--- config.mk ---
export PLATFORM = sky130hd
export DESIGN_NAME = round_key_adder
export DESIGN_NICKNAME = d
export VERILOG_FILES = /design/src/rtl/round_key_adder_pkg.sv /design/src/rtl/round_key_store.sv /design/src/rtl/round_key_adder.sv
export SDC_FILE = /design/constraint.sdc
export NUM_CORES = 2
export LEC_CHECK = 0
export BUFFER_PORTS_ARGS = -buffer_cell sky130_fd_sc_hd__buf_4
export CAP_MARGIN = 0
export CORE_MARGIN = 1.5
export CORE_UTILIZATION = 50
export CTS_BUF_LIST = sky130_fd_sc_hd__clkbuf_2 sky130_fd_sc_hd__clkbuf_4 sky130_fd_sc_hd__clkbuf_8
export DETAILED_ROUTE_END_ITERATION = 10
export PLACE_DENSITY = 0.71
export SLEW_MARGIN = 20
export SYNTH_ARGS = -nofsm -noshare
export SYNTH_HDL_FRONTEND = slang
export SYNTH_HIERARCHICAL = 1
export SYNTH_SLANG_ARGS = --single-unit
--- constraint.sdc ---
create_clock -name clk -period 2.9 [get_ports clk]
set_input_delay 0.725 -clock clk [delete_from_list [all_inputs] [get_ports clk]]
set_output_delay 0.725 -clock clk [all_outputs]
set_load 0.005 [all_outputs]
--- src/rtl/round_key_adder_pkg.sv ---
// Shared AES definitions: block-adder FSM encoding and default datapath sizes.
package round_key_adder_pkg;

    typedef enum logic [1:0] {
        ST_IDLE = 2'd0,
        ST_BUSY = 2'd1,
        ST_DONE = 2'd2
    } rka_state_e;

    localparam int DEF_BLOCK_W  = 128;
    localparam int DEF_SLICE_W  = 32;
    localparam int DEF_NUM_KEYS = 11;

endpackage

--- src/rtl/round_key_store.sv ---
// Round-key register file: one full-width write port, one slice-addressed read port.
module round_key_store
    import round_key_adder_pkg::*;
#(
    parameter int BLOCK_W  = DEF_BLOCK_W,
    parameter int SLICE_W  = DEF_SLICE_W,
    parameter int NUM_KEYS = DEF_NUM_KEYS
) (
    input  logic                                         clk,
    input  logic                                         rst_n,
    input  logic                                         wr_en,
    input  logic [$clog2(NUM_KEYS)-1:0]                  wr_idx,
    input  logic [BLOCK_W-1:0]                           wr_data,
    input  logic [$clog2(NUM_KEYS)-1:0]                  rd_idx,
    input  logic [$clog2(BLOCK_W/SLICE_W)-1:0]           rd_slice,
    output logic [SLICE_W-1:0]                           rd_data
);

    localparam int IDX_W      = $clog2(NUM_KEYS);
    localparam int NUM_SLICES = BLOCK_W / SLICE_W;

    logic [BLOCK_W-1:0] entries [NUM_KEYS];
    logic [BLOCK_W-1:0] rd_entry;
    logic [SLICE_W-1:0] rd_slices [NUM_SLICES];

    // Each entry is its own register; an out-of-range write index matches no entry.
    for (genvar gi = 0; gi < NUM_KEYS; gi++) begin : g_entry
        logic [BLOCK_W-1:0] entry_q;
        logic [BLOCK_W-1:0] entry_d;

        always_comb begin
            entry_d = entry_q;
            if (wr_en && (wr_idx == IDX_W'(gi))) begin
                entry_d = wr_data;
            end
        end

        always_ff @(posedge clk or negedge rst_n) begin
            if (!rst_n) begin
                entry_q <= '0;
            end else begin
                entry_q <= entry_d;
            end
        end

        assign entries[gi] = entry_q;
    end

    always_comb begin
        rd_entry = '0;
        if ({1'b0, rd_idx} < (IDX_W+1)'(NUM_KEYS)) begin
            rd_entry = entries[rd_idx];
        end
    end

    for (genvar gi = 0; gi < NUM_SLICES; gi++) begin : g_slice
        assign rd_slices[gi] = rd_entry[gi*SLICE_W +: SLICE_W];
    end

    assign rd_data = rd_slices[rd_slice];

endmodule

--- src/rtl/round_key_adder.sv ---
// AES AddRoundKey engine: XORs a captured state block with a stored round key,
// one slice per cycle (MS slice first), behind valid/ready handshakes.
module round_key_adder
    import round_key_adder_pkg::*;
#(
    parameter int BLOCK_W  = DEF_BLOCK_W,
    parameter int SLICE_W  = DEF_SLICE_W,
    parameter int NUM_KEYS = DEF_NUM_KEYS
) (
    input  logic                          clk,
    input  logic                          rst_n,
    input  logic                          key_we,
    input  logic [$clog2(NUM_KEYS)-1:0]   key_idx,
    input  logic [BLOCK_W-1:0]            key_data,
    output logic                          key_wr_ready,
    input  logic                          in_valid,
    output logic                          in_ready,
    input  logic [BLOCK_W-1:0]            in_state,
    input  logic [$clog2(NUM_KEYS)-1:0]   in_round,
    output logic                          out_valid,
    input  logic                          out_ready,
    output logic [BLOCK_W-1:0]            out_state,
    output logic                          out_err
);

    localparam int IDX_W      = $clog2(NUM_KEYS);
    localparam int NUM_SLICES = BLOCK_W / SLICE_W;
    localparam int CNT_W      = $clog2(NUM_SLICES);
    localparam logic [CNT_W-1:0] LAST_SLICE = CNT_W'(NUM_SLICES - 1);

    rka_state_e          state_q, state_d;
    logic [CNT_W-1:0]    cnt_q, cnt_d;
    logic [BLOCK_W-1:0]  work_q, work_d;
    logic [IDX_W-1:0]    round_q, round_d;
    logic                err_q, err_d;

    logic [CNT_W-1:0]    slice_sel;
    logic [SLICE_W-1:0]  key_slice;
    logic [BLOCK_W-1:0]  xor_vec;
    logic                round_ok;

    assign round_ok  = {1'b0, round_q} < (IDX_W+1)'(NUM_KEYS);
    assign slice_sel = LAST_SLICE - cnt_q;

    round_key_store #(
        .BLOCK_W  (BLOCK_W),
        .SLICE_W  (SLICE_W),
        .NUM_KEYS (NUM_KEYS)
    ) u_store (
        .clk      (clk),
        .rst_n    (rst_n),
        .wr_en    (key_we && key_wr_ready),
        .wr_idx   (key_idx),
        .wr_data  (key_data),
        .rd_idx   (round_q),
        .rd_slice (slice_sel),
        .rd_data  (key_slice)
    );

    // Key slice positioned over the slice being processed this cycle, zero elsewhere.
    for (genvar gi = 0; gi < NUM_SLICES; gi++) begin : g_xor
        assign xor_vec[gi*SLICE_W +: SLICE_W] =
            (slice_sel == CNT_W'(gi)) ? key_slice : '0;
    end

    always_comb begin
        state_d = state_q;
        cnt_d   = cnt_q;
        work_d  = work_q;
        round_d = round_q;
        err_d   = err_q;
        unique case (state_q)
            ST_IDLE: begin
                if (in_valid) begin
                    state_d = ST_BUSY;
                    work_d  = in_state;
                    round_d = in_round;
                    cnt_d   = '0;
                    err_d   = 1'b0;
                end
            end
            ST_BUSY: begin
                if (round_ok) begin
                    work_d = work_q ^ xor_vec;
                end
                cnt_d = cnt_q + 1'b1;
                if (cnt_q == LAST_SLICE) begin
                    state_d = ST_DONE;
                    cnt_d   = '0;
                    err_d   = !round_ok;
                end
            end
            ST_DONE: begin
                if (out_ready) begin
                    state_d = ST_IDLE;
                end
            end
            default: begin
                state_d = ST_IDLE;
            end
        endcase
    end

    always_ff @(posedge clk or negedge rst_n) begin
        if (!rst_n) begin
            state_q <= ST_IDLE;
            cnt_q   <= '0;
            work_q  <= '0;
            round_q <= '0;
            err_q   <= 1'b0;
        end else begin
            state_q <= state_d;
            cnt_q   <= cnt_d;
            work_q  <= work_d;
            round_q <= round_d;
            err_q   <= err_d;
        end
    end

    assign in_ready     = (state_q == ST_IDLE);
    assign out_valid    = (state_q == ST_DONE);
    assign key_wr_ready = (state_q != ST_BUSY);
    assign out_state    = work_q;
    assign out_err      = err_q;

endmodule

-- Word level (Yosys, flattened, before mapping)
Index checks and enable logic that the tools add are counted.
- memories: 0
- RAM bits: 0
- ROM bits: 0
- logic and storage cells: 91
- bits in latches: 0
- output and inout bits: 132
- input port bits: 269
- register bits: 1545
- magnitude comparators: 3
- multipliers: 0
- shifts and indexed selects: 0
- equal/unequal tests: 21
- bitwise logic cells: 3
- muxes and demuxes: 24
- reductions and logical operators: 22
- $add $sub $neg: 2
- divide/modulo/power cells: 0
- operator list (kind ; count):
    2-to-1 mux 128 bit ; 5
    binary-select mux 128 bit (select 4 bit) ; 1
    one-hot mux 128 bit (2 select lines) ; 1
    2-to-1 mux 32 bit ; 6
    XOR 128 bit ; 1
    binary-select mux 32 bit (select 2 bit) ; 1
    equality test 4 x 3 -> 1 bit (second input constant) ; 4
    equality test 4 bit (second input constant) ; 3
    logical AND 1 bit ; 12
    2-to-1 mux 2 bit ; 5
    AND reduction 3 bit ; 3
    equality test 2 bit (second input constant) ; 4
    equality test 4 x 2 -> 1 bit (second input constant) ; 2
    != test 2 bit (second input constant) ; 3
    one-hot mux 2 bit (3 select lines) ; 1
    >= comparator 5 bit (second input constant) ; 1
    inverter 4 -> 5 bit ; 1
    equality test 2 x 1 -> 1 bit (second input constant) ; 2
    equality test 4 x 1 -> 1 bit (second input constant) ; 1
    zero test 2 bit ; 2
    zero test 4 bit ; 1
    < comparator 4 bit (second input constant) ; 1
    != test 2 x 1 -> 1 bit (second input constant) ; 2
    one-hot mux 2 bit (2 select lines) ; 1
    9 further kinds ; 11

-- Logic depth before layout (Yosys ltp)
- depth after elaboration: 12
- depth in mapped cells: 13
- gate-level depth less buffers: 9

-- Modules after synthesis
Netlist, hierarchy kept.
- by module, submodules not included (module ; area each (µm²) ; cells each ; seq. area each (µm²) ; instances):
    round_key_store ; 63933.8 ; 4190 ; 35233.8 ; 1
    round_key_adder ; 8015.2 ; 1066 ; 3428.3 ; 1

-- Worst setup path after synthesis
Ideal clock, no wire load.
- kind: reg-to-reg
- start point: register state_q[0]
- end point: register u_store.g_entry[3].entry_q[100]
- cell stages (with the launch flop): 11
- path slack: 0.286 ns
- period minus slack after synthesis: 2.614 ns
- arrival: 2.489 ns
- data required time: 2.775 ns
- buffers on the path: 4
- library setup time: 0.125 ns
- path through: dfrtp_1 > and2b_4 > inv_4 > buf_2 > buf_2 > and2_1 > nor3b_1 > and3_1 > clkbuf_1 > buf_2 > mux2_2
- longest elaborated chain between the ends: 3
- RTL lines (element ; line ; RTL):
    from (decl) ; round_key_adder.sv:31 ; rka_state_e state_q, state_d;
    from (signal assigned) ; round_key_adder.sv:112 ; state_q <= state_d;
    != test 2 x 1 -> 1 bit ; round_key_adder.sv:122 ; assign key_wr_ready = (state_q != ST_BUSY);
    named net key_wr_ready ; round_key_adder.sv:15 ; output logic key_wr_ready,
    logical AND 1 bit ; round_key_adder.sv:52 ; .wr_en (key_we && key_wr_ready),
    logical AND 1 bit ; round_key_store.sv:33 ; if (wr_en && (wr_idx == IDX_W'(gi))) begin
    to (signal assigned) ; round_key_store.sv:42 ; entry_q <= entry_d;
    to (decl) ; round_key_store.sv:28 ; logic [BLOCK_W-1:0] entry_q;
The timed path passes the listed nets, and every way through them passes these cells.
A chain may end at the register's enable or synchronous reset.

-- Worst setup path in the final report
- start point: register round_q[0]
- end point: register work_q[80], in the netlist out_state[80]
- longest elaborated chain between the ends: 12
- elaborated cells between the ends (all ways): 15
- classes of those cells: 1 x order compare; 1 x eq/ne; 10 x mux; 2 x bitwise; 1 x reduce/logical
- RTL lines (element ; line ; RTL):
    from (decl) ; round_key_adder.sv:34 ; logic [IDX_W-1:0] round_q, round_d;
    from (signal assigned) ; round_key_adder.sv:115 ; round_q <= round_d;
    inverter 4 -> 5 bit (not written as such) ; round_key_store.sv:52 ; rd_entry = entries[rd_idx];
    binary-select mux 128 bit (select 4 bit) ; round_key_store.sv:52 ;
    2-to-1 mux 128 bit (not written as such) (2 in series) ; round_key_store.sv:52 ;
    2-to-1 mux 128 bit * ; round_key_store.sv:51 ; if ({1'b0, rd_idx} < (IDX_W+1)'(NUM_KEYS)) begin
    binary-select mux 32 bit (select 2 bit) * ; round_key_store.sv:60 ; assign rd_data = rd_slices[rd_slice];
    2-to-1 mux 32 bit (not written as such) * (2 in series) ; round_key_store.sv:60 ;
    named net key_slice[16] ; round_key_adder.sv:38 ; logic [SLICE_W-1:0] key_slice;
    2-to-1 mux 32 bit * ; round_key_adder.sv:63 ; (slice_sel == CNT_W'(gi)) ? key_slice : '0;
    XOR 128 bit * ; round_key_adder.sv:84 ; work_d = work_q ^ xor_vec;
    2-to-1 mux 128 bit * ; round_key_adder.sv:83 ; if (round_ok) begin
    one-hot mux 128 bit (2 select lines) * ; round_key_adder.sv:72 ; unique case (state_q)
    to (signal assigned) ; round_key_adder.sv:114 ; work_q <= work_d;
    to (decl) ; round_key_adder.sv:33 ; logic [BLOCK_W-1:0] work_q, work_d;
Mark *: on every way through the listed nets, which the timed path passes. The rest lies on a longest branch. The select of a mux whose other input is x is not followed.

==> key figures <==
STA
  – Number of pins exceeding their max-slew limit in the final report: 0
  – Count of final setup violators: 72
  – Final hold slack: 0.0646 ns
  – Clock period minus final worst setup slack: 3.02 ns
  – Pin slew with the least headroom to its limit: 0.964 ns
  – Smallest setup slack after layout: -0.121 ns
  – Unrepaired setup endpoints after global routing: yes
  – Worst rel slew slack: 35.6%
  – Number of hold violations in the final report: 0
  – Achievable Freq: 0.331 GHz
  – Setup TNS Final: -3.05 ns
  – Worst setup skew after layout: 0.0679 ns
  – Share of the clock period used by the worst path after layout: 104%

Final layout
  – Nets: 6269
  – Leading cell type in the layout, fill and taps excluded: dfrtp_1
  – Area taken by flip-flops and latches: 38700 um2
  – Final core area utilization: 62.2%
  – Ratio of cells with drive above 1 in the final layout: 51.3%
  – Area taken by multi-input logic gates: 31500 um2
  – Synth-to-layout area growth: 23.8%
  – Number of inserted filler cells in the final layout: 10500
  – Commonest cells after routing, fill and taps aside: dfrtp_1 (1540), mux2_2 (1380), buf_4 (624), clkbuf_8 (342), mux4_2 (256)
  – Layout Cell Area excl Fill: 89100 um2

Clock tree
  – CTS root buffer: clkbuf_8
  – # clock sinks: 1545
  – Number of levels the H-tree was split into: 5
  – Clock tree from TritonCTS: done
  – Clock insertion delay at the later pin of the skew report: 1.01 ns
  – Maximum buffer depth of the clock tree: 4
  – Cts bufs inserted: 281
  – Register clock-pin slew on the reported worst setup and hold paths: 0.07 ns

GRT
  – Total global routing track utilization: 29.6%
  – Global-route wire length before repair: 328 mm
  – Antenna violations before repair: 27
  – Pin count of the biggest net entering global routing: 179
  – Global route total overflow: 0
  – Via count of the first global-routing pass: 52000

Worst setup path
  – List of cells traversed by the critical path: buf_12 > buf_16 > buf_8 > mux4_2 > a22oi_2 > o211ai_1 > a22o_1 > buf_12 > nand2_4 > nor3_2 > a21oi_1 > o21ai_1
  – Top cell by count, worst path: buf_12
  – Data required time at the worst endpoint: 3.76 ns
  – Kind of launch point of the worst setup path: register
  – Combined buffer and inverter count along the critical path: 4
  – Max FO, Critical Path: 8
  – Kind of end point of the critical path: register
  – Cell family with most CP delay: compound AO/OA/AOI/OAI gates
  – Crit Path Category: register to register
  – Cell at the slowest stage of the critical path: mux4_2
  – Critical path's largest stage delay: 0.51 ns
  – CP arrival: 3.88 ns

Die
  – Starting utilization of the core area: 50.3%
  – Boundary pin count: 401
  – Site Rows: 139
  – Area of the die: 146000 um2
  – Die boundary width: 382 um
  – Y dimension of the die: 382 um
  – Area of the core: 143000 um2

Place
  – Global placement routability congestion: 0.874
  – Input/output buffers: 400
  – Area after DPL: 79600 um2
  – HPWL after DPL: 141 mm

Synthesis
  – Synthesized-area fraction occupied by xor and xnor cells: 0%
  – Post-Synth Adder-Cell Area: 0.0870%
  – Mean area per synthesized cell: 13.7 um2
  – Compound-cell area share of the yosys netlist: 8.04%
  – Instance count of the mapped netlist: 5256
  – Fraction of registers with async set or reset after synthesis: 100%
  – Most used DFF post-synth: dfrtp_1
  – Multiplexer fraction of the synthesized cell area: 31.9%
  – Count of state elements after synthesis: 1545
  – Share of synthesized area occupied by flip-flops and latches: 53.7%
  – Number of enable flip-flop cells after synthesis: 0
  – Basic-gate share of the synthesized area counting and, or, nand and nor cells: 2.38%
  – Total standard cell area after synthesis: 71900 um2
  – Post-synth net total: 5530
  – Count of yosys warnings during synthesis: 6
  – Main combinational cell family by area after synthesis: multiplexers
  – Number of unique standard cell types used by synthesis: 43

Power and ir drop
  – Tot Pwr: 106 mW
  – Peak supply drop: 0.00105 V
  – Leakage power of the design: 40.0 nW
  – Power Density: 1190 nW/um2

Hold path
  – Hold WC Path Type: input pin to register

Route
  – Average wire per standard cell: 27.1 um
  – Final routed DRC violation total: 0
  – Final routed wirelength across all metal layers: 219 mm
  – Ratio of routed vias to standard cells: 6.14
  – Iter 0 DRT Violations: 4213
  – Routed Antenna Nets: 0
  – First-pass iteration count of the detailed router: 7
  – Via Count: 49500

Status
  – Violated checks: setup timing
  – Run status: complete, but fails checks

Run
  – # Max-Cap Violations: 0
[state kept, by name (all words and copies together), names as in the netlist]
signal and flops:
out_state 128, state_q 2, out_err 1, round_q 4, u_store/g_entry.entry_q 1408, cnt_q 2
[per-stage QoR]
stage               std cells  setup slack, ns
floorplan                5256            0.286
global placement         7351           -0.397
detailed placement       7351           -0.484
CTS                      8012          -0.0581
global route             8058           -0.178
finish                   8066           -0.121
[worst min-delay path: cells and delay by family]
kind | cells | cell delay, ns
buffers and inverters | 1 | 0.16
and+or+nand+nor | 1 | 0.06
AOI/OAI and AO/OA | 1 | 0.07
[per-layer routing]
layer / global-route usage [%] / routed length (um) / vias to the layer above
li1: - / - / 20900
met1: 38.3 / 88700 / 26200
met2: 47.9 / 105000 / 1901
met3: 6.37 / 15300 / 506
met4: 13.0 / 9320 / 28
met5: 0 / 192 / -
[final timing paths]
| kind | cells after the start | endpoint | start | slack (ns) |
|---|---|---|---|---|
| max | 12 | out_state[80] | round_q[0] | -0.12 |
| min | 3 | u_store/g_entry[9].entry_q[96] | key_data[96] | 0.06 |
| max reg2reg | 12 | out_state[80] | round_q[0] | -0.12 |
| min reg2reg | 1 | u_store/g_entry[6].entry_q[40] | u_store/g_entry[6].entry_q[40] | 0.50 |
| max in group asynchronous | 3 | out_state[103] | rst_n | 1.50 |
| min in group asynchronous | 2 | u_store/g_entry[1].entry_q[123] | rst_n | 0.34 |
[synth_stat cells (2+ instances only)]
| cell type | number | area (um2) |
|---|---|---|
| dfrtp_1 | 1545 | 38700 |
| mux2_2 | 1380 | 15500 |
| clkbuf_1 | 301 | 1130 |
| a21oi_1 | 258 | 1290 |
| mux4_2 | 256 | 5770 |
| nand2_1 | 196 | 736 |
| buf_2 | 190 | 951 |
| o21ai_1 | 190 | 951 |
| mux2i_1 | 160 | 1600 |
| nor3_1 | 128 | 641 |
| o21ai_0 | 98 | 490 |
| a2bb2oi_1 | 96 | 841 |
| a22oi_1 | 64 | 480 |
| o211ai_1 | 64 | 480 |
| nor2_1 | 41 | 154 |
| buf_4 | 37 | 278 |
| inv_1 | 35 | 131 |
| a22o_1 | 34 | 298 |
| buf_1 | 32 | 120 |
| o221a_2 | 32 | 360 |
| o221ai_1 | 32 | 280 |
| o311ai_0 | 18 | 158 |
| buf_6 | 15 | 169 |
| o311ai_1 | 14 | 123 |
| nand3b_1 | 6 | 45.0 |
| ha_1 | 5 | 62.6 |
| nand2b_1 | 5 | 31.3 |
| nor2b_1 | 4 | 25.0 |
| and2_1 | 2 | 12.5 |
| clkbuf_2 | 2 | 10.0 |
| nor3b_1 | 2 | 15.0 |
| o21bai_1 | 2 | 15.0 |
| or3_1 | 2 | 12.5 |
[timing repair]
action                                 4_1_cts  5_1_grt
hold buffers                               201        0
endpoints found under the hold margin      526        0
pin swaps                                   23       66
gates cloned                                 6        9
buffers inserted                            16       36
setup endpoints to repair                  125      208
resized for setup                           83      199
[cell type report]
cell class,count,area share [%]
clock buffers,414,5.89
clock inverters,24,0.148
diodes,13,0.0365
well taps,1903,2.67
multi-input cells,3097,35.4
flip-flops and latches,1545,43.4
repair buffers,1034,12.2
inverters,36,0.166
[report_power, final]
group	leakage (nW)	internal (mW)	switching, mW	total [mW]
combinational	17.4	24.6	23.7	48.3
sequential	19.7	31.7	5.50	37.2
clock	2.87	11.4	8.79	20.2
total	40.0	67.6	38.0	106
[logic make-up after synthesis]
kind of cell             after synthesis
multiplexers                        1797
flip-flops                          1545
AO/OA/AOI/OAI                        904
AND/OR/NAND/NOR                      391
buffers and inverters                614
adder cells (fa/ha/maj)                5
(Power assumes the default switching activity.)
